==> config.mk <==
export PLATFORM = sky130hd
export DESIGN_NAME = mux_stream_nto1
export DESIGN_NICKNAME = d
export VERILOG_FILES = /design/src/rtl/mux_stream_nto1.sv
export SDC_FILE = /design/constraint.sdc
export NUM_CORES = 1
export LEC_CHECK = 0
export BUFFER_PORTS_ARGS = -buffer_cell sky130_fd_sc_hd__buf_2
export CORE_MARGIN = 1.5
export CORE_UTILIZATION = 47
export CTS_BUF_LIST = sky130_fd_sc_hd__clkbuf_8
export CTS_CLUSTER_SIZE = 12
export DETAILED_ROUTE_END_ITERATION = 10
export HOLD_SLACK_MARGIN = 0.15
export PLACE_DENSITY = 0.88
export RECOVER_POWER = 100
export SLEW_MARGIN = 20
export SYNTH_ARGS = -nofsm -noshare
export SYNTH_HDL_FRONTEND = slang
export SYNTH_SLANG_ARGS = --single-unit
export TNS_END_PERCENT = 30
==> constraint.sdc <==
create_clock -name clk -period 5.37 [get_ports clk]
set_clock_uncertainty 0.1 [all_clocks]
set_input_delay 0 -clock clk [delete_from_list [all_inputs] [get_ports clk]]
set_output_delay 0 -clock clk [all_outputs]
set_load 0.03 [all_outputs]
==> src/rtl/mux_stream_nto1.sv <==
// N-input registered stream multiplexer: explicit select (mode 0) or round-robin (mode 1).
// Define MUX_LOCK_EN to add in_last and hold a round-robin grant for a whole packet.
module mux_stream_nto1 #(
   parameter  int WIDTH = 32,
   parameter  int N_IN  = 4,
   localparam int SEL_W = $clog2(N_IN)
) (
   input  logic                  clk,
   input  logic                  rst_n,
   input  logic [N_IN*WIDTH-1:0] in_data,
   input  logic [N_IN-1:0]       in_valid,
`ifdef MUX_LOCK_EN
   input  logic [N_IN-1:0]       in_last,
`endif
   output logic [N_IN-1:0]       in_ready,
   input  logic [SEL_W-1:0]      sel,
   input  logic                  mode,
   output logic [WIDTH-1:0]      out_data,
   output logic                  out_valid,
   input  logic                  out_ready,
   output logic [SEL_W-1:0]      out_chan
);

   logic [N_IN-1:0][WIDTH-1:0] din;
   logic [SEL_W-1:0]           rr_ptr, rr_g, idx, g, lock_ch;
   logic                       rr_hit, sel_hit, grant, load_en, xfer, locked;

   for (genvar i = 0; i < N_IN; i++) begin : g_lane
      assign din[i]      = in_data[i*WIDTH +: WIDTH];
      assign in_ready[i] = xfer && (g == SEL_W'(i));
   end

   assign load_en = !out_valid || out_ready;
   // rst_n gate keeps every in_ready low while reset is asserted
   assign xfer    = rst_n && load_en && grant;

   // first requester after rr_ptr, wrapping at N_IN
   always_comb begin
      rr_hit = 1'b0;
      rr_g   = '0;
      idx    = '0;
      for (int k = 1; k <= N_IN; k++) begin
         idx = SEL_W'((int'(rr_ptr) + k) % N_IN);
         if (!rr_hit && in_valid[idx]) begin
            rr_hit = 1'b1;
            rr_g   = idx;
         end
      end
   end

   // out-of-range sel never matches, so it simply grants nothing
   always_comb begin
      sel_hit = 1'b0;
      for (int i = 0; i < N_IN; i++)
         if (sel == SEL_W'(i)) sel_hit = in_valid[i];
   end

`ifdef MUX_LOCK_EN
   typedef enum logic {S_IDLE, S_LOCKED} lock_st_t;
   lock_st_t st, st_nxt;

   always_ff @(posedge clk or negedge rst_n) begin
      if (!rst_n) begin
         st      <= S_IDLE;
         lock_ch <= '0;
      end else begin
         st <= st_nxt;
         if (st == S_IDLE && st_nxt == S_LOCKED) lock_ch <= g;
      end
   end

   always_comb begin
      st_nxt = st;
      case (st)
         S_IDLE:   if (mode && xfer && !in_last[g]) st_nxt = S_LOCKED;
         S_LOCKED: if (!mode) st_nxt = S_IDLE;
                   else if (xfer && in_last[lock_ch]) st_nxt = S_IDLE;
         default:  st_nxt = S_IDLE;
      endcase
   end

   always_comb locked = (st == S_LOCKED) && mode;
`else
   assign locked  = 1'b0;
   assign lock_ch = '0;
`endif

   always_comb begin
      if (!mode) begin
         grant = sel_hit;
         g     = sel;
      end else if (locked) begin
         grant = in_valid[lock_ch];
         g     = lock_ch;
      end else begin
         grant = rr_hit;
         g     = rr_g;
      end
   end

   always_ff @(posedge clk or negedge rst_n) begin
      if (!rst_n) begin
         out_valid <= 1'b0;
         out_data  <= '0;
         out_chan  <= '0;
         rr_ptr    <= SEL_W'(N_IN - 1);
      end else if (xfer) begin
         out_valid <= 1'b1;
         out_data  <= din[g];
         out_chan  <= g;
         if (mode) rr_ptr <= g;
      end else if (out_ready) begin
         out_valid <= 1'b0;
      end
   end

endmodule

==> flow_summary.json, run 1 <==
{
  "netlist.top_cell.by_area": "mux2i_1",
  "synth.cell_area_um2": 2649,
  "clockRootBuffer": "clkbuf_8",
  "synth-edff-count": 0,
  "rows": 27,
  "synth_area_leaders": "mux2i_1 (36%), dfrtp_1 (33%), mux2_2 (13%)",
  "syn_area_per_cell_um2": 12.15,
  "outcome": "stopped before the end",
  "gp_congestion": 0.8322,
  "cts.sinks": 37,
  "synth_compound_area_share_pct": 3.732,
  "yosys.area_share.simple_pct": 4.724,
  "synth_mux_area_share_pct": 51.58,
  "synth_flop_cell": "dfrtp_1",
  "yosys.area.top_type_share_pct": 36.28,
  "cts_hold_buf": 102,
  "synth-seq-area-share_pct": 35.05,
  "synthAdderAreaFrac_pct": 0,
  "start_util_pct": 48.40,
  "die_w_um": 78.07,
  "htree_num_levels": 2,
  "place_inst": 455,
  "async_flop_share_pct": 100.0,
  "dpl.hpwl_mm": 5.131,
  "synth.net_count": 356,
  "stop_error": "[ERROR RSZ-0060] Max buffer count reached.",
  "die_h_um": 78.07,
  "ys_types": 33,
  "stop_stage": "clock tree synthesis (4_1_cts)",
  "synth_top_family_by_area": "multiplexers",
  "ctsResizeCount": 0,
  "ctsLongestPathBuffers": 2,
  "ios": 177,
  "port_buffers": 176,
  "yosys_warnings": 0,
  "post_cts_buffers": 0,
  "cts_inserted_buffers": 5,
  "synthXorXnorAreaFrac_pct": 0,
  "synth_cells": 218,
  "ys_ff_latch": 37
}
==> cells in the mapped netlist, drive strengths merged, types with 2 or more instances <==
cell type	n
buf	14
o31ai	2
o21ai	2
inv	3
mux2i	97
dfstp	2
nor2	7
nor4	2
nand2b	3
nand2	3
a21oi	3
mux2	32
dfrtp	35
==> cell families after synthesis <==
group                  after synthesis
buffers and inverters               17
flip-flops                          37
AO/OA/AOI/OAI                       12
AND/OR/NAND/NOR                     22
multiplexers                       130
==> through the flow <==
| step | util, % | setup slack, ps | instance area, um^2 | hold slack (ps) |
|---|---|---|---|---|
| 3_5_place_dp | 64.63 | 2678 | 3537 | 61.46 |
| 2_1_floorplan | - | 2958 | 2649 | -395.6 |
| 3_3_place_gp | 64.63 | 2773 | 3537 | 34.10 |
==> inputs of run 2 (changes only) <==
- CORE_UTILIZATION: 47 -> 40
- CTS_BUF_LIST: sky130_fd_sc_hd__clkbuf_8 -> unset
- CTS_CLUSTER_SIZE: 12 -> unset
- HOLD_SLACK_MARGIN: 0.15 -> unset
- PLACE_DENSITY: 0.88 -> unset
- PLACE_DENSITY_LB_ADDON: unset -> 0.15
==> flow_summary.json, run 2 <==
{
  "slew_headroom_pct": -28.99,
  "yosys_warnings": 0,
  "grt_pass1_wl_mm": 10.53,
  "synth.most_common_cell": "mux2i_1",
  "synth-seq-area-share_pct": 35.05,
  "arrival_ps": 3790,
  "async_flop_share_pct": 100.0,
  "fin_crit_sh_pct": 72.50,
  "layout_commonest_cell": "buf_2",
  "synth_area_leaders": "mux2i_1 (36%), dfrtp_1 (33%), mux2_2 (13%)",
  "rsz0062_at_grt": "no",
  "htree_num_levels": 2,
  "wirelength_mm": 6.422,
  "setup_viol": 0,
  "syn_area_per_cell_um2": 12.15,
  "drc_errors": 0,
  "path_common_cell": "clkbuf_1",
  "critical_path.endpoint_type": "primary output",
  "holdPathStages": 4,
  "place_inst": 460,
  "cts_inserted_buffers": 5,
  "hold-path-endpoint": "out_data[10]",
  "largestRegisters": "out_data: 32 flops, out_chan: 2 flops, rr_ptr: 2 flops",
  "min_period_ps": 3893,
  "ant_nets": 0,
  "outcome": "finished, violations left",
  "grt_pass1_vias": 2368,
  "dpl.hpwl_mm": 5.023,
  "p_per_area_nw_per_um2": 370.6,
  "antenna_cells": 0,
  "ys_ff_latch": 37,
  "drtPass1Iterations": 4,
  "drive_gt1_share_pct": 46.95,
  "r2r_setup_slack_ps": 1720,
  "num_vias": 2357,
  "worst_r2r_endpoint": "out_data[21]",
  "synth-edff-count": 0,
  "cts_hold_buf": 3,
  "rows": 29,
  "report.final.hold_viol_count": 0,
  "core-area_um2": 6386,
  "instances_no_fill": 471,
  "ir_worst_vdd_v": 0.0001998,
  "ctsLongestPathBuffers": 2,
  "synth.cell_area_um2": 2649,
  "ios": 177,
  "min-delay-start": "in_data[106]",
  "netlist.top_cell.by_area": "mux2i_1",
  "slowest_delay_ps": 1440,
  "fmax_mhz": 256.9,
  "top_register": "out_data",
  "ys_types": 33,
  "final_cell_mix": "buf_2 (138), mux2i_1 (96), clkbuf_1 (41)",
  "die_h_um": 84.38,
  "r2r_cells": 7,
  "violations": "capacitance limit, slew limit",
  "slew_viol_final": 30,
  "gp_congestion": 0.7595,
  "area_delta_synth_final_pct": 36.37,
  "crit_buf_inv": 2,
  "grt_max_degree": 40,
  "grt.total_usage_pct": 17.96,
  "hp-class": "input pin to flop",
  "r2r-start": "rr_ptr[0]",
  "cts_tree": "built",
  "cts.sinks": 37,
  "start_util_pct": 41.48,
  "p_leak_nw": 1.901,
  "yosys.area.top_type_share_pct": 36.28,
  "drtIter0Drc": 44,
  "tns_ps": 0,
  "synth_flop_cell": "dfrtp_1",
  "path_cells": "and2b_4, nor3_1, a31oi_1, o22ai_4, clkbuf_1, and3_1, clkbuf_1",
  "dieArea_um2": 7119,
  "worst_pin_slew_ps": 1935,
  "start_kind": "flop",
  "critPathLaunch": "rr_ptr[0]",
  "nets": 531,
  "post_cts_buffers": 0,
  "cp_slowest_cell": "clkbuf_1",
  "synthTopCellsByCount": "mux2i_1 (96), dfrtp_1 (35), mux2_2 (31), buf_4 (7), nor2_1 (6)",
  "clkLatencyLatePin_ps": 280,
  "port_buffers": 176,
  "die_w_um": 84.38,
  "crit_required_ps": 5270,
  "grt.overflow.total": 0,
  "antenna_found_initial": 0,
  "synth_cells": 218,
  "critPathTopFamily": "buffers and inverters",
  "critical_path_class": "flop to primary output",
  "max_cap_viol_count": 1,
  "path_clk_slew_ps": 70,
  "wl_per_cell_um": 13.63,
  "synth.net_count": 356,
  "largest_register_ffs": 32,
  "ctsResizeCount": 0,
  "via_per_inst": 5.004,
  "clockRootBuffer": "clkbuf_8",
  "crit_fanout": 29
}
==> run 2: cell counts after synthesis <==
Identical to the previous run, type by type.
==> run 2: tightest hold or removal path: stages <==
cell and delay (ps):
buf_2 70, mux2i_1 50, mux2i_1 100, mux2_2 150
==> run 2: final cells by class <==
cell class                      instances  area (um^2)
Sequential cell                        37        928.4
Timing Repair Buffer                  182        882.1
Clock buffer                            8        90.09
Fill cell                             587         2774
Tap cell                               77        96.34
Inverter                                3        11.26
Multi-Input combinational cell        164         1604
==> run 2: layer usage <==
metal  share of wire, %  vias to the layer above  track usage (%)
li1                   -                     1165                -
met1                 38                     1076            19.23
met2                 52                      104            34.33
met3                9.2                       12            5.113
met4                1.6                        0            4.839
met5                  0                        -                0
==> run 2: stage by stage <==
stage	hold slack [ps]	worst slack (ps)	instance area (um^2)	util, %	power (mW)
final	24.02	1477	3612	56.56	1.339
after global routing	63.22	1213	3612	56.56	1.427
after CTS	18.65	2235	3664	57.37	1.386
after detailed placement	61.57	2689	3543	55.49	1.183
after global placement	48.80	2812	3543	55.49	1.167
after floorplan	-395.6	2958	2649	-	0.9710
==> run 2: worst max path at each step <==
| stage | endpoint | slack (ps) | depth (start not counted) |
|---|---|---|---|
| after CTS | in_ready[1] | 2240 | 7 |
| after global placement | out_data[21] | 2810 | 7 |
| after global routing | in_ready[0] | 1210 | 7 |
| final | in_ready[0] | 1480 | 7 |
| after detailed placement | out_data[11] | 2690 | 4 |
| after floorplan | in_ready[3] | 2960 | 6 |
==> run 2: power breakdown <==
group	leakage (nW)	total, mW	internal (mW)	switching [mW]
clock network	0.0455	0.196	0.105	0.0915
registers	0.429	0.440	0.386	0.0542
logic	1.43	0.702	0.271	0.431
==> run 2: cell families after synthesis <==
logic type | count (synthesis) | share of synthesized area, %
AO/OA/AOI/OAI | 12 | 3.732
buffers and inverters | 17 | 4.912
flip-flops | 37 | 35.05
multiplexers | 130 | 51.58
AND/OR/NAND/NOR | 22 | 4.724
No activity file was read; power rests on OpenSTA's default activity.
==> inputs of run 3 (changes only) <==
- ABC_AREA: unset -> 1
- clock period: 5.37 -> 3.4 ns (I/O delays scaled with it)
==> flow_summary.json, run 3 <==
{
  "instances_no_fill": 874,
  "largest_register_ffs": 32,
  "report.final.hold_viol_count": 0,
  "synth-seq-area-share_pct": 27.14,
  "netlist.top_cell.by_area": "dfrtp_1",
  "start_kind": "flop",
  "core-area_um2": 8258,
  "crit_fanout": 26,
  "p_seq_share_pct": 23.7,
  "rows": 33,
  "cts_tree": "built",
  "setup_viol": 0,
  "critical_path_class": "flop to flop",
  "min_period_ps": 3019,
  "dpl.hpwl_mm": 6.991,
  "cp_slowest_cell": "dfstp_2",
  "port_buffers": 176,
  "slew_viol_final": 0,
  "via_per_inst": 4.656,
  "p_per_area_nw_per_um2": 772.3,
  "nets": 907,
  "num_vias": 4069,
  "ys_ff_latch": 37,
  "switching_share_pct": 56.40,
  "synthTopCellsByCount": "nand2_1 (229), inv_1 (136), nand3_1 (134), dfrtp_1 (35), buf_2 (13)",
  "power_frac_comb_pct": 67.1,
  "ios": 177,
  "drc_errors": 0,
  "clockRootBuffer": "clkbuf_8",
  "top_register": "out_data",
  "slowest_delay_ps": 630,
  "synth_area_leaders": "dfrtp_1 (26%), nand2_1 (25%), nand3_1 (20%)",
  "antenna_found_initial": 0,
  "worst_pin_slew_ps": 778.4,
  "p_sw_mw": 1.883,
  "cts.sinks": 37,
  "path_cells": "inv_1, nand2_1, nand2_1, o21ai_0, nand4_1, nand3_1, nand2_2, clkbuf_2, nand2_1, nand3_1, nand2_1, nand2_1, nand2_1",
  "hp-class": "input pin to flop",
  "fmax_mhz": 331.2,
  "num-fill-cells": 897,
  "syn_area_per_cell_um2": 5.599,
  "layout_commonest_cell": "nand2_1",
  "ant_nets": 0,
  "yosys_warnings": 0,
  "async_flop_share_pct": 100.0,
  "outcome": "finished, final reports clean",
  "clkPwrFrac_pct": 9.2,
  "place_inst": 863,
  "critical_path.endpoint_type": "flop",
  "r2r_setup_slack_ps": 380,
  "grt.total_usage_pct": 21.39,
  "fin_crit_sh_pct": 88.79,
  "synth.cell_area_um2": 3421,
  "fin_util_pct": 52.35,
  "drive_gt1_share_pct": 22.24,
  "drtIter0Drc": 102,
  "synth-edff-count": 0,
  "antenna_cells": 0,
  "grt.overflow.total": 0,
  "yosys.area.top_type_share_pct": 25.60,
  "synth_flop_cell": "dfrtp_1",
  "htree_num_levels": 2,
  "dieArea_um2": 9115,
  "largestRegisters": "out_data: 32 flops, out_chan: 2 flops, rr_ptr: 2 flops",
  "rsz0062_at_grt": "no",
  "die_h_um": 95.48,
  "tns_ps": 0,
  "ys_types": 27,
  "arrival_ps": 3140,
  "power.total_mw": 3.339,
  "post_cts_buffers": 0,
  "cts_inserted_buffers": 5,
  "p_int_mw": 1.456,
  "final_cell_mix": "nand2_1 (228), buf_2 (138), inv_1 (136)",
  "max_cap_viol_count": 0,
  "ir_worst_vdd_v": 0.0003257,
  "area_delta_synth_final_pct": 26.37,
  "slew_headroom_pct": 48.11,
  "path_clk_slew_ps": 70,
  "crit_buf_inv": 2,
  "wl_per_cell_um": 11.20,
  "grt_max_degree": 65,
  "clkLatencyLatePin_ps": 270,
  "crit_required_ps": 3520,
  "gp_congestion": 0.8224,
  "synth_cells": 611,
  "start_util_pct": 41.42,
  "synth.most_common_cell": "nand2_1",
  "critPathTopFamily": "simple AND/OR/NAND/NOR gates",
  "path_common_cell": "nand2_1",
  "p_leak_nw": 2.867,
  "drtPass1Iterations": 4,
  "die_w_um": 95.48,
  "grt_pass1_vias": 3516,
  "grt_pass1_wl_mm": 15.58,
  "wirelength_mm": 9.791,
  "ctsLongestPathBuffers": 2,
  "synth.net_count": 749
}
-- run 3: final cells by class --
type / count / area, um^2 / area share (%)
multi-input cells: 398 / 1730 / 40.03
flip-flops and latches: 37 / 928.4 / 21.48
repair buffers: 186 / 917.1 / 21.22
inverters: 141 / 529.3 / 12.24
well taps: 105 / 131.4 / 3.039
clock buffers: 7 / 86.33 / 1.997
-- run 3: power by group through the flow --
| stage | Sequential (mW) | Combinational, mW | Clock (mW) |
|---|---|---|---|
| 3_5_place_dp | 0.784 | 2.33 | 0 |
| 2_1_floorplan | 1.14 | 1.50 | 0 |
| 4_1_cts | 0.784 | 2.33 | 0.318 |
| 3_3_place_gp | 0.782 | 2.29 | 0 |
| 6_report | 0.790 | 2.24 | 0.308 |
| 5_1_grt | 0.814 | 2.53 | 0.335 |
-- run 3: per-stage QoR --
step / instance area, um^2 / setup slack, ps / hold WS [ps]
CTS: 4384 / 491.3 / 0.4628
global placement: 4258 / 699.0 / -6.906
floorplan: 3421 / 1044 / -395.6
detailed placement: 4258 / 611.9 / -7.724
global route: 4323 / 77.12 / 22.85
finish: 4323 / 381.0 / 5.905
-- run 3: kinds of logic after synthesis --
group | count (synthesis) | synth area share [%]
compound gates | 12 | 2.085
buf+inv | 176 | 21.98
flops | 37 | 27.14
simple gates | 386 | 48.79
-- run 3: final timing paths --
kind	start	end	cells after the start
worst max register to register	rr_ptr[0]	out_data[31]	13
worst min register to register	out_data[19]	out_data[19]	2
min in group asynchronous	rst_n	out_valid	3
max in group asynchronous	rst_n	rr_ptr[1]	3
worst min-delay path	in_data[95]	out_data[31]	7
worst max-delay path	rr_ptr[0]	out_data[31]	13
-- run 3: per-layer routing --
metal / GRT usage (%) / wire length, um / vias up
met4: 3.676 / 82 / 0
met1: 26.08 / 4294 / 1807
li1: - / - / 2133
met2: 39.01 / 4793 / 123
met5: 0 / 0 / -
met3: 4.386 / 620 / 6
-- run 3: repair_timing --
| item | 4_1_cts | 5_1_grt |
|---|---|---|
| resized for setup | 0 | 0 |
| endpoints found under the hold margin | 39 | 0 |
| hold buffers | 4 | 0 |
-- run 3: tightest hold or removal path, delay by kind of cell --
family,cells,cell delay (ps)
and+or+nand+nor,5,260
buffers and inverters,2,100
